`src/rtl/btn_pkg.sv`:
```
// btn_pkg: shared state encoding, default timing constants and counter width helper
package btn_pkg;

    typedef enum logic [1:0] {
        STABLE_LOW  = 2'd0,
        WAIT_HIGH   = 2'd1,
        STABLE_HIGH = 2'd2,
        WAIT_LOW    = 2'd3
    } btn_state_e;

    localparam int DEBOUNCE_CYCLES_DEF = 16;
    localparam int REPEAT_DELAY_DEF    = 64;
    localparam int REPEAT_PERIOD_DEF   = 16;

    function automatic int cnt_width(input int a, input int b, input int c);
        int m;
        m = (a > b) ? a : b;
        m = (m > c) ? m : c;
        return $clog2(m + 1);
    endfunction

endpackage

```
`src/rtl/sync_ff.sv`:
```
// sync_ff: multi-flop synchroniser for a single asynchronous input bit
module sync_ff #(
    parameter int STAGES = 2
) (
    input  logic clk,
    input  logic rst_n,
    input  logic d,
    output logic q
);

    logic [STAGES-1:0] sync_q;

    // shift the asynchronous input through the flop chain
    always_ff @(posedge clk or negedge rst_n) begin
        if (!rst_n) sync_q <= '0;
        else        sync_q <= {sync_q[STAGES-2:0], d};
    end

    assign q = sync_q[STAGES-1];

endmodule

```
`src/rtl/btn_debounce_pulser.sv`:
```
// btn_debounce_pulser: synchronise, debounce and turn button presses into single-cycle enable pulses
module btn_debounce_pulser
    import btn_pkg::*;
#(
    parameter int SYNC_STAGES     = 2,
    parameter int DEBOUNCE_CYCLES = DEBOUNCE_CYCLES_DEF,
    parameter bit REPEAT_EN       = 1'b1,
    parameter int REPEAT_DELAY    = REPEAT_DELAY_DEF,
    parameter int REPEAT_PERIOD   = REPEAT_PERIOD_DEF
) (
    input  logic clk,
    input  logic rst_n,
    input  logic btn_raw,
    output logic pulse_o,
    output logic level_o,
    output logic busy_o
);

    localparam int CNT_W = cnt_width(DEBOUNCE_CYCLES, REPEAT_DELAY, REPEAT_PERIOD);
    localparam logic [CNT_W-1:0] DB_LAST     = CNT_W'(DEBOUNCE_CYCLES - 1);
    localparam logic [CNT_W-1:0] DELAY_LAST  = CNT_W'(REPEAT_DELAY - 1);
    localparam logic [CNT_W-1:0] PERIOD_LAST = CNT_W'(REPEAT_PERIOD - 1);

    btn_state_e       state_q, state_d;
    logic [CNT_W-1:0] db_cnt_q, db_cnt_d;
    logic [CNT_W-1:0] rep_cnt_q, rep_cnt_d;
    logic             rep_ph_q, rep_ph_d;
    logic             pulse_q, pulse_d;
    logic             level_q, level_d;
    logic             btn_s, db_done, rep_hit, acc, rel;

    sync_ff #(.STAGES(SYNC_STAGES)) u_sync (
        .clk  (clk),
        .rst_n(rst_n),
        .d    (btn_raw),
        .q    (btn_s)
    );

    // db_cnt already holds the samples seen so far, so this sample completes the run
    assign db_done = db_cnt_q >= DB_LAST;
    // rep_ph selects the initial delay or the steady repeat period
    assign rep_hit = rep_cnt_q >= (rep_ph_q ? PERIOD_LAST : DELAY_LAST);

    // next-state, counter and pulse decisions; accept/release override the per-state defaults
    always_comb begin
        state_d   = state_q;
        db_cnt_d  = db_cnt_q;
        rep_cnt_d = rep_cnt_q;
        rep_ph_d  = rep_ph_q;
        level_d   = level_q;
        pulse_d   = 1'b0;
        acc       = 1'b0;
        rel       = 1'b0;
        case (state_q)
            STABLE_LOW: begin
                if (btn_s) begin
                    acc      = db_done;
                    state_d  = WAIT_HIGH;
                    db_cnt_d = CNT_W'(1);
                end
            end
            WAIT_HIGH: begin
                if (!btn_s) begin
                    state_d  = STABLE_LOW;
                    db_cnt_d = '0;
                end else begin
                    acc      = db_done;
                    db_cnt_d = db_cnt_q + 1'b1;
                end
            end
            STABLE_HIGH: begin
                if (!btn_s) begin
                    rel      = db_done;
                    state_d  = WAIT_LOW;
                    db_cnt_d = CNT_W'(1);
                end else if (REPEAT_EN) begin
                    pulse_d   = rep_hit;
                    rep_cnt_d = rep_hit ? '0 : rep_cnt_q + 1'b1;
                    rep_ph_d  = rep_ph_q | rep_hit;
                end
            end
            WAIT_LOW: begin
                if (btn_s) begin
                    state_d  = STABLE_HIGH;
                    db_cnt_d = '0;
                end else begin
                    rel      = db_done;
                    db_cnt_d = db_cnt_q + 1'b1;
                end
            end
            default: state_d = STABLE_LOW;
        endcase
        if (acc) begin
            state_d   = STABLE_HIGH;
            db_cnt_d  = '0;
            rep_cnt_d = '0;
            rep_ph_d  = 1'b0;
            level_d   = 1'b1;
            pulse_d   = 1'b1;
        end
        if (rel) begin
            state_d   = STABLE_LOW;
            db_cnt_d  = '0;
            rep_cnt_d = '0;
            rep_ph_d  = 1'b0;
            level_d   = 1'b0;
        end
    end

    // state, counters and registered outputs
    always_ff @(posedge clk or negedge rst_n) begin
        if (!rst_n) begin
            state_q   <= STABLE_LOW;
            db_cnt_q  <= '0;
            rep_cnt_q <= '0;
            rep_ph_q  <= 1'b0;
            pulse_q   <= 1'b0;
            level_q   <= 1'b0;
        end else begin
            state_q   <= state_d;
            db_cnt_q  <= db_cnt_d;
            rep_cnt_q <= rep_cnt_d;
            rep_ph_q  <= rep_ph_d;
            pulse_q   <= pulse_d;
            level_q   <= level_d;
        end
    end

    assign pulse_o = pulse_q;
    assign level_o = level_q;
    assign busy_o  = (state_q == WAIT_HIGH) || (state_q == WAIT_LOW);

endmodule

```
`config.mk`:
```
export PLATFORM = sky130hd
export DESIGN_NAME = btn_debounce_pulser
export DESIGN_NICKNAME = d
export VERILOG_FILES = /design/src/rtl/btn_pkg.sv /design/src/rtl/sync_ff.sv /design/src/rtl/btn_debounce_pulser.sv
export SDC_FILE = /design/constraint.sdc
export NUM_CORES = 1
export LEC_CHECK = 0
export BUFFER_PORTS_ARGS = -buffer_cell sky130_fd_sc_hd__buf_2
export CORE_ASPECT_RATIO = 1.1
export CORE_MARGIN = 2
export CORE_UTILIZATION = 45
export CTS_CLUSTER_SIZE = 16
export DETAILED_ROUTE_END_ITERATION = 8
export SETUP_SLACK_MARGIN = 0.15
export SLEW_MARGIN = 40
export SYNTH_ARGS = -nofsm -noshare
export SYNTH_HDL_FRONTEND = slang
export SYNTH_SLANG_ARGS = --single-unit
```
`constraint.sdc`:
```
create_clock -name clk -period 3.86 [get_ports clk]
set_input_delay 0.193 -clock clk [delete_from_list [all_inputs] [get_ports clk]]
set_output_delay 0.193 -clock clk [all_outputs]
set_load 0.02 [all_outputs]
```
==> Yosys cells after proc, flatten, opt, wreduce, memory -nomap -nowiden <==
Index checks and enable logic that the tools add are counted.
{ "classes": {"n_mux": 33, "div": 0, "order_cmp": 2, "n_mul": 0, "n_addsub": 2, "eq_ne": 7, "n_bitwise": 1, "n_shift": 0, "reduce_logical": 10} }
{ "op_table": {"columns": ["cell", "count"], "rows": [
  ["$mux 7", 11],
  ["$pmux 7 s4", 1],
  ["$add 7x1->7 const B", 2],
  ["$mux 1", 13],
  ["$mux 2", 6],
  ["$ne 4x3->1 const B", 2],
  ["$ne 4x4->1 const B", 2],
  ["$pmux 2 s4", 1],
  ["$ge 7x4->1 const B", 1],
  ["$ge 7x6->1", 1],
  ["$mux 6", 1],
  ["$reduce_bool 3->1", 2],
  ["$eq 2x2->1 const B", 2],
  ["$reduce_and 2->1", 2],
  ["$reduce_and 4->1", 1],
  ["$reduce_or 2->1", 2],
  ["$eq 2x1->1 const B", 1],
  ["$logic_not 2->1", 1],
  ["$reduce_bool 2->1", 1],
  ["$logic_or 1x1->1", 1],
  ["$or 1x1->1", 1]
]} }
{ "totals": {"n_memories": 0, "out_inout_bits": 3, "wordCells": 62, "ramBits": 0, "mem_bits_ro": 0, "latch_bits": 0, "register_bits": 21, "in_bits": 3} }

==> Logic depth before layout (Yosys ltp) <==
{ "depth": {"word_depth": 7, "depth_mapped": 5, "mapped_depth_nobuf": 5} }

==> By module <==
From an unflattened synthesis, not the netlist that was laid out.
{ "unflattened": {"hier_cells": 97, "area_unflattened_um2": 1054.8} }
{ "modules_own_cells": {"columns": ["module", "seq_area_each_um2", "instances", "area_per_inst_um2", "cells_per_inst"], "rows": [
  ["btn_debounce_pulser", 475.5, 1, 1004.7, 95],
  ["sync_ff", 50.0, 1, 50.0, 2]
]} }

==> Least setup slack after synthesis <==
OpenSTA, ideal clock, no wires.
{ "synth_path": {"path_kind": "register to register", "startpoint": "register rep_cnt_q[4]", "endpoint": "register rep_cnt_q[6]", "required_ps": 3765, "period_less_slack_ps": 1520, "setup_ps": 95, "n_path_buf": 0, "t_arrival_ps": 1424, "slack_ps": 2340, "path_stages_with_launch": 6, "cell_sequence": "dfrtp_1 ha_1 and4b_1 o211ai_4 nand2_4 o32ai_2"} }
{ "synth_via": {"elab_chain_cells": 6, "word_cells_on_any_way": 7, "cone_classes": "1 x add/sub; 1 x order compare; 5 x mux"} }
{ "synth_rtl": {"columns": ["item", "line_no", "rtl"], "rows": [
  ["start, declared", "btn_debounce_pulser.sv:26", "logic [CNT_W-1:0] rep_cnt_q, rep_cnt_d;"],
  ["start signal, assigned", "btn_debounce_pulser.sv:122", "rep_cnt_q <= rep_cnt_d;"],
  ["$add 7x1->7 / $ge 7x6->1 (equally long branches)", "btn_debounce_pulser.sv:78, btn_debounce_pulser.sv:42", null],
  ["$mux 7 (*)", "btn_debounce_pulser.sv:78", "rep_cnt_d = rep_hit ? '0 : rep_cnt_q + 1'b1;"],
  ["$mux 7 (*)", "btn_debounce_pulser.sv:72", "if (!btn_s) begin"],
  ["$mux 7 (*)", "btn_debounce_pulser.sv:54", "case (state_q)"],
  ["$mux 7 (*)", "btn_debounce_pulser.sv:93", "if (acc) begin"],
  ["$mux 7 (*)", "btn_debounce_pulser.sv:101", "if (rel) begin"]
]} }
Every way passes the cells marked *; elsewhere a longest branch is shown, timed or not. The select of a mux whose other input is x is not followed.
A chain may end at the register's enable or synchronous reset.

==> Worst setup path in the final report <==
Ends and elaborated chain as after synthesis.

==> flow_summary.toml <==
[placement]
port_buffers = 5
dp_hpwl_microns = 1350
dpl_cell_area_sq_um = 1120
gp_congestion = 0.821
place_worst_setup_slack_ns = 2.24

[detailed_routing]
drc_errors = 0
wl_microns = 1840
drtAntennaViolNets = 0
dr_total_vias = 754
drt_first_iter_violations = 12
drt_pre_antenna_iters = 4
detail_route.vias_per_cell = 5.42
wl_per_cell_microns = 13.2

[die]
start_util_pct = 48.0
core_sq_um = 2270
pin_count = 6
die_width_microns = 51.0
die_area_sq_um = 2840
fp.dieH_microns = 55.7
num_rows = 18

[worst_setup_path]
crit_arrival_ns = 1.83
crit_start = "rep_cnt_q[4]$_DFFE_PN0P_"
required_ns = 4.07
cp-start-kind = "register"
worstSetupPathType = "register to register"
worst-path-max-fanout = 6
r2r-start = "rep_cnt_q[4]$_DFFE_PN0P_"
endpoint_kind = "register"

[min_path]
worstHoldPathType = "register to register"
hold_path_startpoint = "u_sync.sync_q[0]$_DFF_PN0_"

[clock_tree]
post-cts-setup-buffers = 0
cts.sinks = 21
cts_resized = 0
cts_root_buf = "clkbuf_4"
cts-buffers-inserted = 3
tritoncts = "yes"
htree_levels = 1
cts_buffer_depth = 2
path_clk_slew_ns = 0.11
clk_latency_ns = 0.30

[sta]
finalCritPeriodShare_pct = 42.1
rsz0062_at_grt = "false"
worst_slack_ns = 2.24
finalSetupTns_ns = 0
finalSetupViolCount = 0
tightest_slew_ns = 0.468
finClkSkew_ns = 0.00699
hold_viol = 0
finalCriticalPeriod_ns = 1.62
finalMaxSlewViolations = 0
slew_headroom_pct = 68.8
max_freq_mhz = 616

[global_route]
antenna_found_initial = 0
grt-ovfl-total = 0
grt_usage_pct = 15.4
grt_pass1_wl_microns = 3330
grt_max_degree = 22
grt_pass1_vias = 717

[power]
p_total_mw = 0.357
p_leak_nw = 0.520
powerDensity_nw_per_um2 = 305
vdd_drop_max_uv = 193

[finish]
fin_util_pct = 51.5
num_antenna_cells = 0
final_nets = 117
fillCellCount = 201
drive_gt1_share_pct = 16.5
areaGrowthSynthToFinish_pct = 7.22
stdcell_area_sq_um = 1170

[yosys]
ys_seq_elements = 21
ys_types = 35
postSynthAreaPerCell_sq_um = 10.7
synth_fp_nets = 109
yosys_warnings = 0
yosys-top-cells-area = "dfrtp_1, ha_1, nand3_1, nor2_1, o21ai_0"
synth_edf_count = 0
synth_area_leader_cell = "dfrtp_1"
syn-cell-area_sq_um = 1090
synthFlopType = "dfrtp_1"
synthArstFlopShare_pct = 100
yosysTopAreaCellShare_pct = 48.1
synth_cells = 102
seq_area_frac_synth_pct = 48.1

[job]
drv_cap = 0

[run_status]
outcome = "finished clean"
==> through the flow <==
| stage | instances | hold WS [ns] |
|---|---|---|
| floorplan | 102 | -0.103 |
| global placement | 133 | 0.176 |
| detailed placement | 133 | 0.179 |
| CTS | 139 | 0.361 |
| global route | 139 | 0.385 |
| finish | 139 | 0.358 |
==> state kept, by name, summed over array words and instances, names as in the netlist <==
| signal | cells |
|---|---|
| db_cnt_q | 7 |
| rep_cnt_q | 7 |
| state_q | 2 |
| u_sync.sync_q | 2 |
| level_o | 1 |
| pulse_o | 1 |
| rep_ph_q | 1 |
==> area by class of cell <==
class | instances | area, sq um | share of cell area, %
Inverter | 5 | 18.8 | 1.60
Clock buffer | 4 | 26.3 | 2.24
Tap cell | 30 | 37.5 | 3.21
Multi-Input combinational cell | 72 | 518 | 44.2
Sequential cell | 21 | 526 | 44.9
Timing Repair Buffer | 7 | 45.0 | 3.85
==> logic make-up after synthesis <==
group	Yosys count	synth area share [%]
flops	21	48.1
fa+ha+maj	4	4.58
xor+xnor	5	4.01
compound gates	24	18.4
mux	1	0.916
buf+inv	9	4.47
simple gates	38	19.5
==> worst max-delay path, cell delays in order, from the launching register on <==
cell      delay, ns
dfrtp_1        0.44
ha_1           0.30
and4b_1        0.20
o211ai_4       0.25
nand2_4        0.10
o32ai_2        0.26
==> placed cells by master (no fill, tap or decap), types with 3 or more instances in the layout <==
| cell type | Yosys | final |
|---|---|---|
| a21oi_1 | 3 | 3 |
| and2_1 | 3 | 3 |
| buf_2 | 1 | 5 |
| clkbuf_4 | 0 | 3 |
| dfrtp_1 | 21 | 21 |
| ha_1 | 4 | 4 |
| inv_1 | 5 | 5 |
| nand2_1 | 7 | 7 |
| nand3_1 | 8 | 8 |
| nor2_1 | 10 | 10 |
| o21ai_0 | 6 | 6 |
| xor2_1 | 3 | 3 |
==> cells in the mapped netlist (2+ instances only) <==
cell,count
o221ai_1,2
xor2_1,3
nand4_1,2
dfrtp_1,21
nand2_4,2
a32o_1,2
nand2_1,7
and2_1,3
a21oi_1,3
ha_1,4
o21ai_0,6
nor3_1,2
nand3_1,8
o211ai_1,2
inv_1,5
xnor2_1,2
nor2_1,10
==> final timing paths <==
check,to,slack (ns),cells past startpoint
worst max-delay path,rep_cnt_q[6]$_DFFE_PN0P_,2.24,5
worst min-delay path,u_sync.sync_q[1]$_DFF_PN0_,0.36,0
worst max register to register,rep_cnt_q[6]$_DFFE_PN0P_,2.24,5
worst min register to register,u_sync.sync_q[1]$_DFF_PN0_,0.36,0
max in group asynchronous,rep_cnt_q[2]$_DFFE_PN0P_,3.17,2
min in group asynchronous,db_cnt_q[1]$_DFFE_PN0P_,0.37,2
==> report_power, final <==
group          internal, mW  switching (mW)  total (mW)
registers             0.225         0.00835       0.233
logic               0.00838          0.0117      0.0201
clock network        0.0402          0.0637       0.104
total                 0.274          0.0837       0.357
==> timing repair <==
| item | 4_1_cts | 5_1_grt |
|---|---|---|
| endpoints found under the hold margin | 22 | 0 |
| hold buffers | 2 | 0 |
| endpoints found under the setup margin | 0 | 0 |
==> per-layer routing <==
metal	up-vias	GRT usage [%]	routed length, microns
met1	362	21.9	933
met2	9	22.4	854
met5	-	0	0
met3	2	3.23	39
li1	381	-	-
met4	0	6.95	13
(Power assumes the default switching activity.)
